**config.mk**
```make
export PLATFORM = sky130hd
export DESIGN_NAME = muldiv_ctrl
export DESIGN_NICKNAME = d
export VERILOG_FILES = /design/src/rtl/muldiv_pkg.sv /design/src/rtl/mult_unit.sv /design/src/rtl/muldiv_ctrl.sv
export SDC_FILE = /design/constraint.sdc
export NUM_CORES = 2
export LEC_CHECK = 0
export ABC_AREA = 1
export CORE_ASPECT_RATIO = 0.5
export CORE_MARGIN = 1
export CORE_UTILIZATION = 55
export CTS_CLUSTER_SIZE = 40
export DETAILED_ROUTE_END_ITERATION = 6
export GPL_TIMING_DRIVEN = 0
export PLACE_DENSITY = 0.75
export SLEW_MARGIN = 10
export SYNTH_ARGS = -nofsm -noshare
export SYNTH_HDL_FRONTEND = slang
export SYNTH_SLANG_ARGS = --single-unit
```
**constraint.sdc**
```tcl
create_clock -name clk -period 2 [get_ports clk]
set_clock_uncertainty 0.1 [all_clocks]
set_input_delay 0.2 -clock clk [delete_from_list [all_inputs] [get_ports clk]]
set_output_delay 0.2 -clock clk [all_outputs]
set_load 0.02 [all_outputs]
```
**src/rtl/muldiv_pkg.sv**
```systemverilog
// rtl/muldiv_pkg.sv - shared opcodes, state encoding and divider result slices
package muldiv_pkg;

  localparam logic [2:0] OP_NONE  = 3'd0;
  localparam logic [2:0] OP_DIV   = 3'd1;
  localparam logic [2:0] OP_DIVU  = 3'd2;
  localparam logic [2:0] OP_MULT  = 3'd3;
  localparam logic [2:0] OP_MULTU = 3'd4;
  localparam logic [2:0] OP_MTHI  = 3'd5;
  localparam logic [2:0] OP_MTLO  = 3'd6;

  typedef enum logic [1:0] {
    ST_IDLE = 2'd0,
    ST_BUSY = 2'd1,
    ST_DONE = 2'd2
  } state_t;

  // Divider result packing: {remainder, quotient}
  localparam int REM_MSB = 63;
  localparam int REM_LSB = 32;
  localparam int QUO_MSB = 31;
  localparam int QUO_LSB = 0;

endpackage

```
**src/rtl/mult_unit.sv**
```systemverilog
// rtl/mult_unit.sv - combinational 32x32 -> 64 signed/unsigned multiplier
// Operands are extended to 64 bits; the low 64 bits of that product are exact for both signednesses.
module mult_unit (
  input  logic [31:0] a_i,
  input  logic [31:0] b_i,
  input  logic        sign_i,
  output logic [63:0] prod_o
);

  logic [63:0] w_a;
  logic [63:0] w_b;

  assign w_a    = {{32{sign_i & a_i[31]}}, a_i};
  assign w_b    = {{32{sign_i & b_i[31]}}, b_i};
  assign prod_o = w_a * w_b;

endmodule

```
**src/rtl/muldiv_ctrl.sv**
```systemverilog
// rtl/muldiv_ctrl.sv - EX-stage mul/div sequencer and HI/LO register owner
// Issues divides to the sibling iterative divider and stalls until its result is ready.
module muldiv_ctrl
  import muldiv_pkg::*;
(
  input  logic        clk,
  input  logic        resetn,
  input  logic [2:0]  op_i,
  input  logic [31:0] rs_i,
  input  logic [31:0] rt_i,
  input  logic        ex_hold_i,
  input  logic        flush_i,
  output logic        stall_o,
  output logic [31:0] hi_o,
  output logic [31:0] lo_o,
  output logic        div_valid_o,
  output logic        div_sign_o,
  output logic        div_flush_o,
  output logic [31:0] div_a_o,
  output logic [31:0] div_b_o,
  input  logic        div_busy_i,
  input  logic [63:0] div_result_i
);

  state_t      r_state;
  state_t      w_next;
  logic        r_first;
  logic [31:0] r_hi;
  logic [31:0] r_lo;

  logic        w_stall;
  logic        w_valid;
  logic        w_flush;
  logic        w_wr_hi;
  logic        w_wr_lo;
  logic [31:0] w_hi_d;
  logic [31:0] w_lo_d;
  logic [63:0] w_prod;

  mult_unit u_mult (
    .a_i    (rs_i),
    .b_i    (rt_i),
    .sign_i (op_i == OP_MULT),
    .prod_o (w_prod)
  );

  always_comb begin
    w_next  = r_state;
    w_stall = 1'b0;
    w_valid = 1'b0;
    w_flush = 1'b0;
    w_wr_hi = 1'b0;
    w_wr_lo = 1'b0;
    w_hi_d  = r_hi;
    w_lo_d  = r_lo;
    case (r_state)
      ST_IDLE: begin
        if (!flush_i) begin
          case (op_i)
            OP_DIV, OP_DIVU: begin
              w_valid = 1'b1;
              w_stall = 1'b1;
              w_next  = ST_BUSY;
            end
            OP_MULT, OP_MULTU: begin
              w_wr_hi = !ex_hold_i;
              w_wr_lo = !ex_hold_i;
              w_hi_d  = w_prod[63:32];
              w_lo_d  = w_prod[31:0];
            end
            OP_MTHI: begin
              w_wr_hi = !ex_hold_i;
              w_hi_d  = rs_i;
            end
            OP_MTLO: begin
              w_wr_lo = !ex_hold_i;
              w_lo_d  = rs_i;
            end
            OP_NONE: ;
            default: ;
          endcase
        end
      end
      ST_BUSY: begin
        // The divider raises busy one cycle after the start pulse, so the first BUSY cycle never completes.
        if (flush_i) begin
          w_flush = 1'b1;
          w_next  = ST_IDLE;
        end else if (r_first || div_busy_i) begin
          w_stall = 1'b1;
        end else begin
          w_wr_hi = 1'b1;
          w_wr_lo = 1'b1;
          w_hi_d  = div_result_i[REM_MSB:REM_LSB];
          w_lo_d  = div_result_i[QUO_MSB:QUO_LSB];
          w_next  = ex_hold_i ? ST_DONE : ST_IDLE;
        end
      end
      ST_DONE: begin
        if (flush_i || !ex_hold_i) w_next = ST_IDLE;
      end
      default: w_next = ST_IDLE;
    endcase
  end

  always_ff @(posedge clk or negedge resetn) begin
    if (!resetn) begin
      r_state <= ST_IDLE;
      r_first <= 1'b0;
      r_hi    <= '0;
      r_lo    <= '0;
    end else begin
      r_state <= w_next;
      r_first <= w_valid;
      if (w_wr_hi) r_hi <= w_hi_d;
      if (w_wr_lo) r_lo <= w_lo_d;
    end
  end

  // Control strobes are forced low while reset is held, even if a DIV sits in EX.
  assign stall_o     = w_stall & resetn;
  assign div_valid_o = w_valid & resetn;
  assign div_flush_o = w_flush & resetn;
  assign div_sign_o  = (op_i == OP_DIV);
  assign div_a_o     = rs_i;
  assign div_b_o     = rt_i;
  assign hi_o        = r_hi;
  assign lo_o        = r_lo;

endmodule

```
---- Yosys cells after proc, flatten, opt, wreduce, memory -nomap -nowiden ----
Cells that the tools add are included.
word-level totals
  bits of input ports ..................... 136
  register bits ........................... 67
  output and inout bits ................... 132
  word-level logic and storage cells ...... 71
cells by class
  equal/unequal tests ..................... 16
  mux-type cells .......................... 33
  multiply operators ...................... 1
  bitwise gates (word level) .............. 5
  reduce and logical (&&, ||, !) cells .... 12
operators with widths
  cell                                                    number
  one-hot mux 32 bit (2 select lines)                     4
  2-to-1 mux 32 bit                                       6
  multiplier 33 x 33 -> 64 bit                            1
  2-to-1 mux 1 bit                                        13
  2-to-1 mux 2 bit                                        6
  AND reduction 6 bit                                     2
  equality test 3 bit (second input constant)             3
  inequality test 2 bit (second input constant)           4
  equality test 3 x 2 -> 1 bit (second input constant)    2
  inequality test 3 x 1 -> 1 bit (second input constant)  2
  one-hot mux 1 bit (2 select lines)                      3
  one-hot mux 2 bit (3 select lines)                      1
  OR reduction 3 bit                                      2
  bitwise AND 1 bit                                       5
  AND reduction 4 bit                                     1
  OR reduction 2 bit                                      2
  equality test 3 x 1 -> 1 bit (second input constant)    1
  inequality test 3 bit (second input constant)           1
  equality test 2 x 1 -> 1 bit (second input constant)    1
  equality test 2 bit (second input constant)             1
  logical NOT 2 bit                                       1
  logical OR 1 bit                                        2
  inequality test 2 x 1 -> 1 bit (second input constant)  1
  nonzero test 2 bit                                      1
  logical NOT 1 bit                                       1

---- Depth between registers and ports, before layout ----
  word-level depth ........................ 6
  depth in mapped cells ................... 36
  gate-level depth less buffers ........... 35

---- Cells and area by module ----
Synthesis repeated with hierarchy kept, for this count alone.
unflattened totals
  cell total of the unflattened synthesis .. 5870
  area, all modules ....................... 44935.6 um^2
by module, submodules not included
  module       seq. area each (um^2)  cells each  times used  area an instance (um^2)
  mult_unit    0.0                    5036        1           39844.5
  muldiv_ctrl  1676.6                 834         1           5091.1

---- Worst setup path after synthesis ----
OpenSTA, ideal clock, no wires.
  path type ............................... input port to flip-flop
  from .................................... in op_i[2]
  to ...................................... reg r_hi[29], in the netlist hi_o[29]
  library setup time ...................... 116 ps
  cell stages on the path ................. 31
  path slack .............................. -5510 ps
  path buffers ............................ 2
  arrival time ............................ 7293 ps
  data required time ...................... 1784 ps
  path through ............................ inv_2 nand3_4 clkbuf_1 clkbuf_1 nor2_1 fa_1 inv_1 fa_1 inv_1 fa_1 inv_1 fa_1 fa_1 inv_1 fa_1 inv_1 fa_1 fa_1 inv_1 ha_1 nand2_1 nor2_1 nand2_1 nor4_1 nand2_1 nand3_1 nand2_1 nand3_1 nand2_1 nand2_1 nand2_1
on the way
  cells in the longest elaborated chain, start to end .. 6
  elaborated cells on any way between the ends .. 16
  classes of those cells .................. 1 x mul; 4 x eq/ne; 6 x mux; 2 x bitwise; 3 x reduce/logical
ends and longest elaborated chain
  element                                                                            RTL line                              RTL
  start: declaration                                                                 muldiv_ctrl.sv:8                      input logic [2:0] op_i,
  equality test 3 x 2 -> 1 bit / equality test 3 bit (equally long branches)         muldiv_ctrl.sv:43, muldiv_ctrl.sv:59
  bitwise AND 1 bit (tied with other cells)                                          mult_unit.sv:13                       assign w_a = {{32{sign_i & a_i[31]}}, a_i};
  multiplier 33 x 33 -> 64 bit / 2-to-1 mux 1 bit (equally long branches)            n/a
  one-hot mux 32 bit (2 select lines) / 2-to-1 mux 1 bit (equally long branches)     muldiv_ctrl.sv:59, muldiv_ctrl.sv:58
  2-to-1 mux 32 bit / one-hot mux 1 bit (2 select lines) (equally long branches)     muldiv_ctrl.sv:58, muldiv_ctrl.sv:56
  one-hot mux 32 bit (2 select lines) / AND reduction 6 bit (equally long branches)  n/a
  end signal: assignment                                                             muldiv_ctrl.sv:115                    if (w_wr_hi) r_hi <= w_hi_d;
  end: declaration                                                                   muldiv_ctrl.sv:28                     logic [31:0] r_hi;
Parallel ways exist; a longest one is shown, timed or not. The select of a mux whose other input is x is not followed.
A chain may end at the register's enable or synchronous reset.

---- Worst setup path after layout ----
  from .................................... in op_i[2]
  to ...................................... reg r_hi[21], in the netlist hi_o[21]
Same word-level chain as after synthesis.

==> flow_results.xml <==
<?xml version="1.0" encoding="UTF-8"?>
<metrics>
  <group name="status">
    <metric name="run_status" unit="">finished with violations</metric>
    <metric name="violated_checks" unit="">design-rule violations, negative setup slack</metric>
  </group>
  <group name="logic_synthesis">
    <metric name="yosysWarningCount" unit="">0</metric>
    <metric name="avgSynthCellArea" unit="um2">7.793</metric>
    <metric name="yosys.area.top_type" unit="">sky130_fd_sc_hd__fa_1</metric>
    <metric name="synth-seq-cells" unit="">67</metric>
    <metric name="ys_types" unit="">45</metric>
    <metric name="synth.net_count" unit="">7105</metric>
    <metric name="synth_top_cells_by_area" unit="">sky130_fd_sc_hd__fa_1 51%, sky130_fd_sc_hd__inv_1 14%, sky130_fd_sc_hd__nand2_1 13%</metric>
    <metric name="syn_area" unit="um2">43890</metric>
    <metric name="share_of_the_yosys_chip_area_belonging_to_registers" unit="">0.03820</metric>
    <metric name="synth.top_cell.area_share" unit="">0.5132</metric>
    <metric name="synth_cells" unit="">5632</metric>
  </group>
  <group name="critical_path">
    <metric name="critPathLaunchType" unit="">input pin</metric>
    <metric name="crit-reg2reg-launch" unit="">r_state[0]</metric>
    <metric name="cp_data_arrival_time" unit="ns">7.58</metric>
    <metric name="setup.worst_path.end_class" unit="">flop</metric>
    <metric name="worstSetupEndpoint" unit="">hi_o[21]</metric>
    <metric name="critical_path_launch_point" unit="">op_i[2]</metric>
    <metric name="r2r_end" unit="">hi_o[1]</metric>
    <metric name="ff2ff_path_depth" unit="">8</metric>
    <metric name="path_common_cell" unit="">sky130_fd_sc_hd__fa_1</metric>
    <metric name="timing.critical_path.slowest_cell_delay" unit="ns">0.77</metric>
    <metric name="path_class" unit="">input pin to flop</metric>
    <metric name="setup.reg_to_reg.worst_slack" unit="ns">-0.35</metric>
    <metric name="worst_path_max_delay_cell" unit="">sky130_fd_sc_hd__fa_2</metric>
    <metric name="required" unit="ns">2.13</metric>
    <metric name="path_max_fanout" unit="">8</metric>
  </group>
  <group name="route">
    <metric name="average_vias_per_placed_instance" unit="">5.736</metric>
    <metric name="topRoutingLayerUsed" unit="">met5</metric>
    <metric name="route.vias.total" unit="">41280</metric>
    <metric name="drcViolationCount" unit="">29</metric>
    <metric name="remaining_antenna_violation_count_after_routing" unit="">0</metric>
    <metric name="wirelength_met1" unit="um">71990</metric>
    <metric name="drt_iter0_drc" unit="">5015</metric>
    <metric name="firstDrtPassIters" unit="">7</metric>
    <metric name="met3RoutedLength" unit="um">36910</metric>
    <metric name="wirelength" unit="um">195200</metric>
    <metric name="detailroute.wirelength.met2" unit="um">75230</metric>
    <metric name="wire_per_inst" unit="um">27.12</metric>
  </group>
  <group name="placement">
    <metric name="portBuffers" unit="">234</metric>
    <metric name="dpl-instance-area" unit="um2">50510</metric>
    <metric name="place.gp.congestion" unit="">1.086</metric>
    <metric name="dp_hpwl" unit="um">156500</metric>
    <metric name="placed_cells_incl_taps" unit="">6903</metric>
  </group>
  <group name="clock_network">
    <metric name="cts-root-to-sink-buffers" unit="">2</metric>
    <metric name="latest_clock_arrival_within_the_worst_skew_pair" unit="ns">0.35</metric>
    <metric name="path_clk_slew" unit="ns">0.06</metric>
    <metric name="htree_levels" unit="">3</metric>
    <metric name="cts_root_buffer" unit="">sky130_fd_sc_hd__clkbuf_16</metric>
    <metric name="tritoncts" unit="">done</metric>
    <metric name="cts_buffers" unit="">9</metric>
    <metric name="clock-sinks" unit="">67</metric>
  </group>
  <group name="cells_and_area">
    <metric name="num-fill-cells" unit="">5517</metric>
    <metric name="instances_no_fill" unit="">7197</metric>
    <metric name="nets" unit="">7622</metric>
    <metric name="post_layout_instance_area" unit="um2">58560</metric>
    <metric name="syn_to_final_growth" unit="%">33.42</metric>
    <metric name="drive_gt1_frac" unit="">0.2358</metric>
  </group>
  <group name="die">
    <metric name="die_h" unit="um">201.7</metric>
    <metric name="rows" unit="">72</metric>
    <metric name="die_area" unit="um2">81000</metric>
    <metric name="die_width" unit="um">401.5</metric>
    <metric name="pin_count" unit="">268</metric>
    <metric name="starting_density_of_the_core" unit="">0.5619</metric>
    <metric name="core_area" unit="um2">78100</metric>
  </group>
  <group name="global_route">
    <metric name="global_route.overflow_total" unit="">0</metric>
    <metric name="grt_start_max_net_pins" unit="">65</metric>
    <metric name="grt_pass1_vias" unit="">42850</metric>
    <metric name="grtUsageTotal" unit="">0.4858</metric>
    <metric name="antenna_violations_before_repair" unit="">12</metric>
    <metric name="grt_pass1_wl" unit="um">281200</metric>
  </group>
  <group name="sta">
    <metric name="finalCritPeriodShare" unit="">3.725</metric>
    <metric name="final_critical_path_setup_slack" unit="ns">-5.451</metric>
    <metric name="fmax" unit="MHz">134.2</metric>
    <metric name="period_minus_slack" unit="ns">7.451</metric>
    <metric name="unrepaired_setup_endpoints_after_global_routing" unit="">yes</metric>
    <metric name="worstMarginPinSlew" unit="ns">1.120</metric>
    <metric name="final-max-slew-violation-count" unit="">0</metric>
    <metric name="slew_headroom" unit="">0.2530</metric>
    <metric name="timing_hold_violations_final" unit="">0</metric>
    <metric name="finalSetupViolCount" unit="">66</metric>
  </group>
  <group name="hold_path">
    <metric name="min_path_type" unit="">input pin to async pin</metric>
  </group>
  <group name="job">
    <metric name="timing.max_cap.violations" unit="">0</metric>
  </group>
</metrics>
## final cells by class
cell class / instances / area [um2] / share of cell area
Multi-Input combinational cell: 3647 / 39360 / 0.6721
Inverter: 1586 / 6040 / 0.1031
Timing Repair Buffer: 513 / 5215 / 0.08906
Buffer: 325 / 4634 / 0.07914
Sequential cell: 67 / 1677 / 0.02863
Tap cell: 1036 / 1296 / 0.02214
Clock buffer: 10 / 229.0 / 0.003910
Clock inverter: 6 / 90.09 / 0.001538
Antenna cell: 7 / 17.52 / 0.0002991
## metrics by stage
step | setup slack, ns | utilization | setup TNS, ns | hold WS (ns)
CTS | -5.352 | 0.7158 | -266.25 | 0.1796
floorplan | -4.923 | - | -240.18 | -0.1956
finish | -5.451 | 0.7497 | -274.36 | 0.1858
global placement | -7.282 | 0.6464 | -512.12 | 0.3600
global route | -5.578 | 0.7496 | -280.31 | 0.2031
detailed placement | -7.413 | 0.6468 | -401.24 | -0.07811
## cells in the mapped netlist
| cell | number |
|---|---|
| sky130_fd_sc_hd__nor2_8 | 1 |
| sky130_fd_sc_hd__inv_1 | 1582 |
| sky130_fd_sc_hd__o21ai_2 | 1 |
| sky130_fd_sc_hd__a211oi_1 | 1 |
| sky130_fd_sc_hd__or2_2 | 2 |
| sky130_fd_sc_hd__nor2_2 | 2 |
| sky130_fd_sc_hd__nor4_1 | 4 |
| sky130_fd_sc_hd__dfrtp_1 | 67 |
| sky130_fd_sc_hd__clkbuf_1 | 254 |
| sky130_fd_sc_hd__a21o_1 | 3 |
| sky130_fd_sc_hd__nand4_1 | 18 |
| sky130_fd_sc_hd__o21bai_1 | 16 |
| sky130_fd_sc_hd__o22ai_1 | 1 |
| sky130_fd_sc_hd__xnor2_1 | 14 |
| sky130_fd_sc_hd__buf_1 | 9 |
| sky130_fd_sc_hd__nand2_2 | 2 |
| sky130_fd_sc_hd__nor2_4 | 1 |
| sky130_fd_sc_hd__o21a_1 | 4 |
| sky130_fd_sc_hd__a21oi_1 | 116 |
| sky130_fd_sc_hd__and2_1 | 1 |
| sky130_fd_sc_hd__a21boi_0 | 2 |
| sky130_fd_sc_hd__fa_1 | 1125 |
| sky130_fd_sc_hd__o31ai_1 | 1 |
| sky130_fd_sc_hd__nand3_4 | 1 |
| sky130_fd_sc_hd__inv_2 | 4 |
| sky130_fd_sc_hd__mux2i_1 | 1 |
| sky130_fd_sc_hd__nor2_1 | 307 |
| sky130_fd_sc_hd__o21ai_1 | 13 |
| sky130_fd_sc_hd__o221ai_1 | 3 |
| sky130_fd_sc_hd__o21ai_0 | 93 |
| sky130_fd_sc_hd__a31oi_1 | 6 |
| sky130_fd_sc_hd__buf_2 | 5 |
| sky130_fd_sc_hd__nand3_1 | 104 |
| sky130_fd_sc_hd__a21oi_2 | 1 |
| sky130_fd_sc_hd__nand2_1 | 1540 |
| sky130_fd_sc_hd__or2_1 | 1 |
| sky130_fd_sc_hd__nor3_1 | 16 |
| sky130_fd_sc_hd__xor2_1 | 7 |
| sky130_fd_sc_hd__o211ai_1 | 15 |
| sky130_fd_sc_hd__ha_1 | 212 |
| sky130_fd_sc_hd__nand3b_1 | 8 |
| sky130_fd_sc_hd__buf_4 | 64 |
| sky130_fd_sc_hd__nor3_2 | 2 |
| sky130_fd_sc_hd__nor4_2 | 1 |
| sky130_fd_sc_hd__o31ai_4 | 1 |
## repair_timing
item,4_1_cts,5_1_grt
resized for setup,1029,489
endpoints found under the setup margin,94,69
hold endpoints to repair,67,0
pin swaps,248,320
cloned,4,3
hold buffers,1,0
setup buffers,149,122
## worst max-delay path, delay by kind of cell
kind / cells / cell delay, ns
fa+ha+maj: 9 / 4.72
buf+inv: 10 / 1.17
simple gates: 10 / 1.04
compound gates: 2 / 0.39
## sequential cells by signal, summed over array words and instances, names as in the netlist
| signal | cells |
|---|---|
| r_first | 1 |
| hi_o | 32 |
| lo_o | 32 |
| r_state | 2 |
## metal layers
layer | GRT usage | vias up
met1 | 0.6582 | 20670
li1 | - | 16820
met2 | 0.6399 | 3135
met3 | 0.2534 | 648
met5 | 0 | -
met4 | 0.2169 | 10
## worst min-delay path by stage
stage | from | end | cells past startpoint
floorplan | resetn | hi_o[0] | 0
global placement | lo_o[18] | lo_o[18] | 2
detailed placement | resetn | lo_o[3] | 1
CTS | resetn | lo_o[3] | 2
global route | resetn | lo_o[3] | 2
finish | resetn | lo_o[3] | 2
## kinds of logic (layout without fill, tap and decap cells)
kind of cell             count (synthesis)  after routing  share of synthesized area
buffers and inverters                 1918           2440                     0.1697
multiplexers                             1              1                  0.0002281
AO/OA/AOI/OAI                          277            277                    0.03498
XOR/XNOR                                21             21                   0.004191
other                                    0              7                          0
flip-flops                              67             67                    0.03820
AND/OR/NAND/NOR                       2011           2011                     0.1791
adder cells (fa/ha/maj)               1337           1337                     0.5736
## placed cells by master (no fill, tap or decap), drive strengths merged, types with 67 or more instances in the layout
cell type,count
fa,1125
a21oi,117
dfrtp,67
buf,425
clkbuf,224
clkdlybuf4s50,196
nand3,105
ha,212
nand2,1542
inv,1580
nor2,311
o21ai,107
Power is left out: the tool's default activity adds up to more than one toggle a clock period on the data nets, which glitch-free logic cannot reach.
